$ cat src/rtl/dram_port_arbiter.sv
// Shares one DRAM read-address / read-data / write port triple among N_CH clients.
// Reads and writes are arbitrated round-robin, and read tags are kept in issue order to route returned lines.
module dram_port_arbiter #(
    parameter int unsigned N_CH        = 4,
    parameter int unsigned GBW         = 32,
    parameter int unsigned DBW         = 8,
    parameter int unsigned CSIZE       = 4,
    parameter int unsigned OUTSTANDING = 8
) (
    input  logic                                   i_clk,
    input  logic                                   i_rst,
    input  logic [N_CH-1:0]                        ch_ra_rdy,
    output logic [N_CH-1:0]                        ch_ra_ack,
    input  logic [N_CH-1:0][GBW-1:0]               i_ch_ra,
    output logic [N_CH-1:0]                        ch_rd_rdy,
    input  logic [N_CH-1:0]                        ch_rd_ack,
    output logic [CSIZE-1:0][DBW-1:0]              o_ch_rd,
    input  logic [N_CH-1:0]                        ch_w_rdy,
    output logic [N_CH-1:0]                        ch_w_ack,
    input  logic [N_CH-1:0][GBW-1:0]               i_ch_wa,
    input  logic [N_CH-1:0][CSIZE-1:0][DBW-1:0]    i_ch_wd,
    input  logic [N_CH-1:0][CSIZE-1:0]             i_ch_w_mask,
    output logic                                   dramra_rdy,
    input  logic                                   dramra_ack,
    output logic [GBW-1:0]                         o_dramra,
    input  logic                                   dramrd_rdy,
    output logic                                   dramrd_ack,
    input  logic [CSIZE-1:0][DBW-1:0]              i_dramrd,
    output logic                                   dramw_rdy,
    input  logic                                   dramw_ack,
    output logic [GBW-1:0]                         o_dramwa,
    output logic [CSIZE-1:0][DBW-1:0]              o_dramwd,
    output logic [CSIZE-1:0]                       o_dramw_mask,
    output logic [$clog2(OUTSTANDING+1)-1:0]       o_outstanding,
    output logic                                   o_err
);

    localparam int unsigned CH_BW = (N_CH > 1) ? $clog2(N_CH) : 1;
    localparam int unsigned PW    = $clog2(OUTSTANDING);
    localparam int unsigned OCW   = $clog2(OUTSTANDING + 1);

    typedef logic [CH_BW-1:0] ch_t;

    function automatic ch_t rr_pick(input logic [N_CH-1:0] req, input ch_t base);
        ch_t  pick;
        ch_t  idx;
        logic found;
        pick  = base;
        found = 1'b0;
        for (int unsigned k = 0; k < N_CH; k++) begin
            idx = ch_t'((32'(base) + k) % N_CH);
            if (!found && req[idx]) begin
                pick  = idx;
                found = 1'b1;
            end
        end
        return pick;
    endfunction

    function automatic ch_t next_rr(input ch_t s);
        return (32'(s) == N_CH - 1) ? '0 : ch_t'(s + 1'b1);
    endfunction

    function automatic logic [N_CH-1:0] onehot(input ch_t s);
        logic [N_CH-1:0] oh;
        oh    = '0;
        oh[s] = 1'b1;
        return oh;
    endfunction

    ch_t              rr_ra_r, lock_sel_ra_r, sel_ra;
    ch_t              rr_w_r, lock_sel_w_r, sel_w;
    logic             lock_ra_r, lock_w_r;
    ch_t              tag_mem [OUTSTANDING];
    logic [PW-1:0]    wr_ptr_r, rd_ptr_r;
    logic [OCW-1:0]   count_r;
    logic             fifo_full, fifo_empty, ra_push, rd_valid, w_take;
    ch_t              head;

    assign fifo_full  = (count_r == OCW'(OUTSTANDING));
    assign fifo_empty = (count_r == '0);
    assign head       = tag_mem[rd_ptr_r];

    // rdy/ack outputs are forced low while reset is held so a mid-transfer reset idles every port at once
    always_comb begin
        sel_ra     = lock_ra_r ? lock_sel_ra_r : rr_pick(ch_ra_rdy, rr_ra_r);
        dramra_rdy = !i_rst && (|ch_ra_rdy) && !fifo_full;
        ra_push    = dramra_rdy && dramra_ack;
        ch_ra_ack  = ra_push ? onehot(sel_ra) : '0;
        o_dramra   = i_ch_ra[sel_ra];

        rd_valid   = !i_rst && dramrd_rdy && !fifo_empty;
        ch_rd_rdy  = rd_valid ? onehot(head) : '0;
        dramrd_ack = rd_valid && ch_rd_ack[head];
        o_ch_rd    = i_dramrd;

        sel_w        = lock_w_r ? lock_sel_w_r : rr_pick(ch_w_rdy, rr_w_r);
        dramw_rdy    = !i_rst && (|ch_w_rdy);
        w_take       = dramw_rdy && dramw_ack;
        ch_w_ack     = w_take ? onehot(sel_w) : '0;
        o_dramwa     = i_ch_wa[sel_w];
        o_dramwd     = i_ch_wd[sel_w];
        o_dramw_mask = i_ch_w_mask[sel_w];
    end

    always_ff @(posedge i_clk or posedge i_rst) begin
        if (i_rst) begin
            rr_ra_r       <= '0;
            lock_ra_r     <= 1'b0;
            lock_sel_ra_r <= '0;
        end else if (ra_push) begin
            rr_ra_r   <= next_rr(sel_ra);
            lock_ra_r <= 1'b0;
        end else if (dramra_rdy) begin
            lock_ra_r     <= 1'b1;
            lock_sel_ra_r <= sel_ra;
        end
    end

    always_ff @(posedge i_clk or posedge i_rst) begin
        if (i_rst) begin
            rr_w_r       <= '0;
            lock_w_r     <= 1'b0;
            lock_sel_w_r <= '0;
        end else if (w_take) begin
            rr_w_r   <= next_rr(sel_w);
            lock_w_r <= 1'b0;
        end else if (dramw_rdy) begin
            lock_w_r     <= 1'b1;
            lock_sel_w_r <= sel_w;
        end
    end

    always_ff @(posedge i_clk) begin
        if (ra_push) tag_mem[wr_ptr_r] <= sel_ra;
    end

    always_ff @(posedge i_clk or posedge i_rst) begin
        if (i_rst) begin
            wr_ptr_r <= '0;
            rd_ptr_r <= '0;
            count_r  <= '0;
            o_err    <= 1'b0;
        end else begin
            if (ra_push)    wr_ptr_r <= wr_ptr_r + 1'b1;
            if (dramrd_ack) rd_ptr_r <= rd_ptr_r + 1'b1;
            case ({ra_push, dramrd_ack})
                2'b10:   count_r <= count_r + 1'b1;
                2'b01:   count_r <= count_r - 1'b1;
                default: count_r <= count_r;
            endcase
            if (dramrd_rdy && fifo_empty) o_err <= 1'b1;
        end
    end

    assign o_outstanding = count_r;

endmodule

$ cat config.mk
export PLATFORM = sky130hd
export DESIGN_NAME = dram_port_arbiter
export DESIGN_NICKNAME = d
export VERILOG_FILES = /design/src/rtl/dram_port_arbiter.sv
export SDC_FILE = /design/constraint.sdc
export NUM_CORES = 1
export LEC_CHECK = 0
export CAP_MARGIN = 0
export CORE_AREA = 2 2 231 233
export DETAILED_ROUTE_END_ITERATION = 10
export DIE_AREA = 0 0 233 235
export DONT_BUFFER_PORTS = 1
export GPL_TIMING_DRIVEN = 1
export SLEW_MARGIN = 25
export SYNTH_ARGS = -nofsm -noshare
export SYNTH_HDL_FRONTEND = slang
export SYNTH_SLANG_ARGS = --single-unit
$ cat constraint.sdc
create_clock -name i_clk -period 4.5 [get_ports i_clk]
set_input_delay 0.9 -clock i_clk [delete_from_list [all_inputs] [get_ports i_clk]]
set_output_delay 0.9 -clock i_clk [all_outputs]
set_load 0.01 [all_outputs]
Yosys cells after proc, flatten, opt, wreduce, memory -nomap -nowiden --
Memories as Yosys holds them, arrays and structs flattened. Index checks and enable logic that the tools add are counted.
Word-level totals: register bits 21, memory bits (writable) 16, input bits 449, memories kept 1
Memory list:
- tag_mem | words 8, bits a word 2, rd ports 1, clocked after memory_dff 0, write ports 1, RTL line 74 | ch_t tag_mem [OUTSTANDING];
Operators by class: $add $sub $neg 12, magnitude comparators 14, equality and inequality tests 5, muxes and demuxes 58, bitwise logic cells 2, reductions and logical operators 35
Operator list (number):
- $bmux W32 S2 | 3
- $mux W32 | 3
- $lt A2 B3 Y1 const B | 11
- $mux W1 | 24
- $mux W2 | 10
- $bmux W1 S2 | 9
- $logic_and A1 B1 Y1 | 18
- $mux W4 | 4
- $logic_not A1 Y1 | 9
- $add A2 B1 Y2 const B | 4
- $add A2 B2 Y2 const B | 4
- $bmux W4 S2 | 1
- $pmux W4 S2 | 1
- $reduce_or A4 Y1 | 2
- $add A3 B1 Y3 const B | 2
- $demux W1 S2 | 3
- $eq A2 B2 Y1 const B | 3
- $ge A2 B1 Y1 const B | 3
- $reduce_bool A2 Y1 | 3
- $add A4 B1 Y4 const B | 1
- $eq A4 B4 Y1 const B | 1
- $logic_not A4 Y1 | 1
- $reduce_and A2 Y1 | 2
- $sub A4 B1 Y4 const B | 1
- other kinds (2) | 3

Logic depth before layout (Yosys ltp) --
word-level depth 18, gate-level depth with buffers 13, mapped depth without buffers 12

Worst setup path before layout --
Ideal clock, no wire load.
path kind input -> output, start input ch_ra_rdy[2], end output ch_ra_ack[0], data arrival time 2.568 ns, slack 1.032 ns, stages 8, path through a21bo_1 > a21oi_1 > a221o_1 > o21ai_1 > buf_2 > inv_1 > ha_1 > and3_1
Between the ends: word-level cells in the longest chain between the ends 18, elaborated cells between the ends (all ways) 31
Ends and longest elaborated chain:
- start: declaration | RTL line 12 | input logic [N_CH-1:0] ch_ra_rdy,
- $bmux W1 S2 | RTL line 52 | if (!found && req[idx]) begin
- $mux W1 (implied by the code) | RTL line 52
- $mux W1 | RTL line 52
- $logic_not A1 Y1 | RTL line 52
- $logic_and A1 B1 Y1 | RTL line 52
- $mux W1 | RTL line 52
- $logic_not A1 Y1 | RTL line 52
- $logic_and A1 B1 Y1 | RTL line 52
- [3 not listed]
- $mux W2 * | RTL line 52
- $mux W2 * | RTL line 86 | sel_ra = lock_ra_r ? lock_sel_ra_r : rr_pick(ch_ra_rdy, rr_ra_r);
- via sel_ra[0] | RTL line 71 | ch_t rr_ra_r, lock_sel_ra_r, sel_ra;
- $lt A2 B3 Y1 (implied by the code) / $ge A2 B1 Y1 (equally long branches) | RTL line 67 | oh[s] = 1'b1;
- $logic_and A1 B1 Y1 (implied by the code) | RTL line 67
- $mux W1 (implied by the code) | RTL line 67
- $demux W1 S2 * | RTL line 67
- $mux W4 * | RTL line 89 | ch_ra_ack = ra_push ? onehot(sel_ra) : '0;
- end: declaration | RTL line 13 | output logic [N_CH-1:0] ch_ra_ack,
The timed path passes the listed nets; every way through them passes the cells marked *. The select of a mux whose other input is x is not followed.

==> summary.md <==
| Metric | Value |
|---|---|
| Status | `completed` |
| Max cap viols | `0` |
| Most frequent CP cell | `a21o_1` |
| Number of global-route vias before repair | `4032` |
| Worst rel slew slack | `0.507` |
| Clock share of power | `0.123` |
| Post-synth cell types | `42` |
| HP Start | `wr_ptr_r[2]$_DFFE_PP0P_` |
| Most common cell after layout, fill and taps aside | `mux4_2` |
| Crit. End Element | `primary output` |
| Fill cells | `5889` |
| R2R depth | `12` |
| Critical Path AT | `2810 ps` |
| Max Buffers Root-to-Sink | `2` |
| DRT iter0 DRCs | `239` |
| Wire length per cell | `35.7 microns` |
| Clock slew at reported path FFs | `60 ps` |
| Synthesized area | `4650 sq um` |
| WS Path Type | `primary input to primary output` |
| FF/Latch Area | `1010 sq um` |
| Synthesized instance count | `335` |
| Tightest Hold Check Type | `register to register` |
| Sum Neg Setup Slack | `0 ps` |
| Sequential area share after synthesis | `0.216` |
| Worst VDD drop | `0.000444 V` |
| Reg-to-reg endpoint | `o_outstanding[3]$_DFFE_PP0P_` |
| Worst skew pair latency | `290 ps` |
| Register bit total from synthesis | `37` |
| Leak | `1.65 nW` |
| Worst path bufs/invs | `2` |
| Final worst slack | `790 ps` |
| Tmin final | `3710 ps` |
| RR Startpoint | `rd_ptr_r[0]$_DFFE_PP0P_` |
| Worst Hold Path EP | `wr_ptr_r[2]$_DFFE_PP0P_` |
| Vias/cell | `3.73` |
| # IOs | `601` |
| Fraction of layout cells with a size suffix above 1 | `0.453` |
| Post-Synth Simple-Gate Area | `0.0700` |
| Worst-path fanout max | `66` |
| Gpl congestion | `0.889` |
| Synth Flop Type | `dfrtp_1` |
| Root Buffer | `clkbuf_16` |
| Post_cts resized | `0` |
| Starting Density | `0.0890` |
| Hold buffer count at CTS | `0` |
| Hold_ws | `491 ps` |
| Cell count along the critical path | `7` |
| Buffers on Ports | `0` |
| DR pass1 iterations | `4` |
| Synth Area per Inst | `13.9 sq um` |
| CTS tree | `built` |
| Cells along the critical path | `nor2b_1, a21o_1, a2111oi_0, a21o_1, inv_4, buf_12, mux4_2` |
| Post-synthesis adder-cell area fraction | `0.0393` |
| Pre-CTS setup slack | `775 ps` |
| Comb pwr share | `0.684` |
| Final Max Tran Viols | `0` |
| H-tree depth | `2` |
| Compound-gate portion of the synthesized area | `0.0398` |
| Max stage delay on crit path | `660 ps` |
| Tot Pwr | `3.21 mW` |
| Die area | `54800 sq um` |
| Post-CTS Setup Repair Bufs | `0` |
| Clock sinks | `37` |
| Final count of hold timing violations | `0` |
| DIE HEIGHT | `235 microns` |
| Sequential power share | `0.193` |
| Synth Warn # | `0` |
| EDFF count, synth | `16` |
| RSZ-0062 raised after global routing | `false` |
| Register-to-register setup slack | `870 ps` |
| Commonest cells after routing, fill and taps aside | `mux4_2, dfrtp_1, nor2_1` |
| Nets | `758` |
| DR DRC count | `0` |
| Via Count | `3734` |
| Global route overflow | `0` |
| Initial antenna violation count | `57` |
| Slew @ Worst Pin | `721 ps` |
| Family with the most delay on the worst path | `compound AO/OA/AOI/OAI gates` |
| CP required | `3600 ps` |
| Die width | `233 microns` |
| Post-route ant nets | `0` |
| Final design area excluding fillers | `5490 sq um` |
| Synth Area in XOR/XNOR | `0.0151` |
| All-Layer GR Usage | `0.123` |
| Multi-input gate area | `3270 sq um` |
| Post-DP Area | `5280 sq um` |
| HPWL after detailed placement | `32600 microns` |
| Startpoint types | `primary input` |
| Mapped Nets | `798` |
| Area grow syn2layout | `18.0%` |
| Cell depth of the worst hold path | `1` |
| Psw | `1.55 mW` |
| Layout Skew | `7.70 ps` |
| Post-synthesis mux area share | `0.531` |
| Total internal power | `1.66 mW` |
| Ys async rst share | `0.568` |
| Pwr dens | `585 nW/um^2` |
| Rows | `84` |
| Sw frac | `0.483` |
| Final Cycle Share | `0.824` |
| Final wirelength | `35700 microns` |
| Core box area | `52200 sq um` |
| Num CTS Buffers | `5` |
| Largest net degree at the start of global routing | `72` |
| CP max-delay cell | `mux4_2` |
| Final Setup Violations | `0` |
| Largest family of logic cells by synthesized area | `multiplexers` |
| FMAX | `270 MHz` |
| First-pass GRT wire length | `42400 microns` |
-- cell type report --
class	count	share of cell area
well taps	688	0.157
clock inverters	1	0.00160
clock buffers	7	0.0281
diodes	16	0.00730
repair buffers	7	0.0164
multi-input cells	229	0.596
flip-flops and latches	37	0.183
inverters	15	0.0107
-- power by group through the flow --
stage	logic, mW	registers [mW]	clock network (mW)
floorplan	1.69	0.564	0
global placement	2.20	0.621	0
detailed placement	2.20	0.628	0
CTS	2.23	0.622	0.415
global route	2.32	0.641	0.428
finish	2.19	0.619	0.396
-- per-stage QoR --
step | util | cells
after floorplan | - | 335
after global placement | 0.101 | 976
after detailed placement | 0.101 | 976
after CTS | 0.104 | 984
after global routing | 0.105 | 999
final | 0.105 | 1000
-- state kept, by name, indices dropped and copies added (netlist names), 2 cells and up --
name           cells
tag_mem           16
rr_ra_r            2
lock_sel_ra_r      2
o_outstanding      4
wr_ptr_r           3
lock_sel_w_r       2
rd_ptr_r           3
rr_w_r             2
-- synthesized netlist by cell type, drive strengths merged (2+ instances only) --
master   number  share of area
inv          15          0.012
a21o          4         0.0065
dfrtp        21           0.11
nor4          3         0.0040
xor2          2         0.0038
nand2        14          0.012
and2          2         0.0027
nand2b        6         0.0081
nor2b         3         0.0040
o22ai         2         0.0027
xnor2         6          0.011
nor3b         3         0.0048
mux4        104           0.50
nor3          4         0.0043
a211oi        2         0.0032
mux2i         4         0.0086
clkbuf        7         0.0057
buf          47          0.071
and3          9          0.012
o21ai         6         0.0073
nor2         18          0.015
mux2          7          0.019
ha           13          0.035
a21oi         8         0.0086
a2111oi       2         0.0038
edfxtp       16           0.10
-- layer usage --
metal,vias up,wire length (microns),global-route usage
met5,-,184,0
met2,552,19000,0.233
met4,28,2670,0.0786
met1,1728,8590,0.0911
met3,141,5240,0.0689
li1,1285,-,-
-- worst max-delay path by stage --
| stage | from | to |
|---|---|---|
| finish | ch_w_rdy[2] | o_dramwd[19] |
| global route | ch_w_rdy[2] | o_dramwd[19] |
| CTS | ch_w_rdy[2] | o_dramwd[19] |
| detailed placement | ch_w_rdy[2] | o_dramwd[19] |
| global placement | ch_w_rdy[2] | o_dramwd[19] |
| floorplan | ch_ra_rdy[2] | ch_ra_ack[0] |
-- logic make-up (layout without fill, tap and decap cells) --
logic type | after synthesis | count (layout)
AO/OA/AOI/OAI | 28 | 28
XOR/XNOR | 8 | 8
adder cells (fa/ha/maj) | 14 | 14
buffers and inverters | 69 | 30
flip-flops | 37 | 37
multiplexers | 115 | 115
other | 0 | 16
AND/OR/NAND/NOR | 64 | 64
Power figures use the tool's default switching activity.
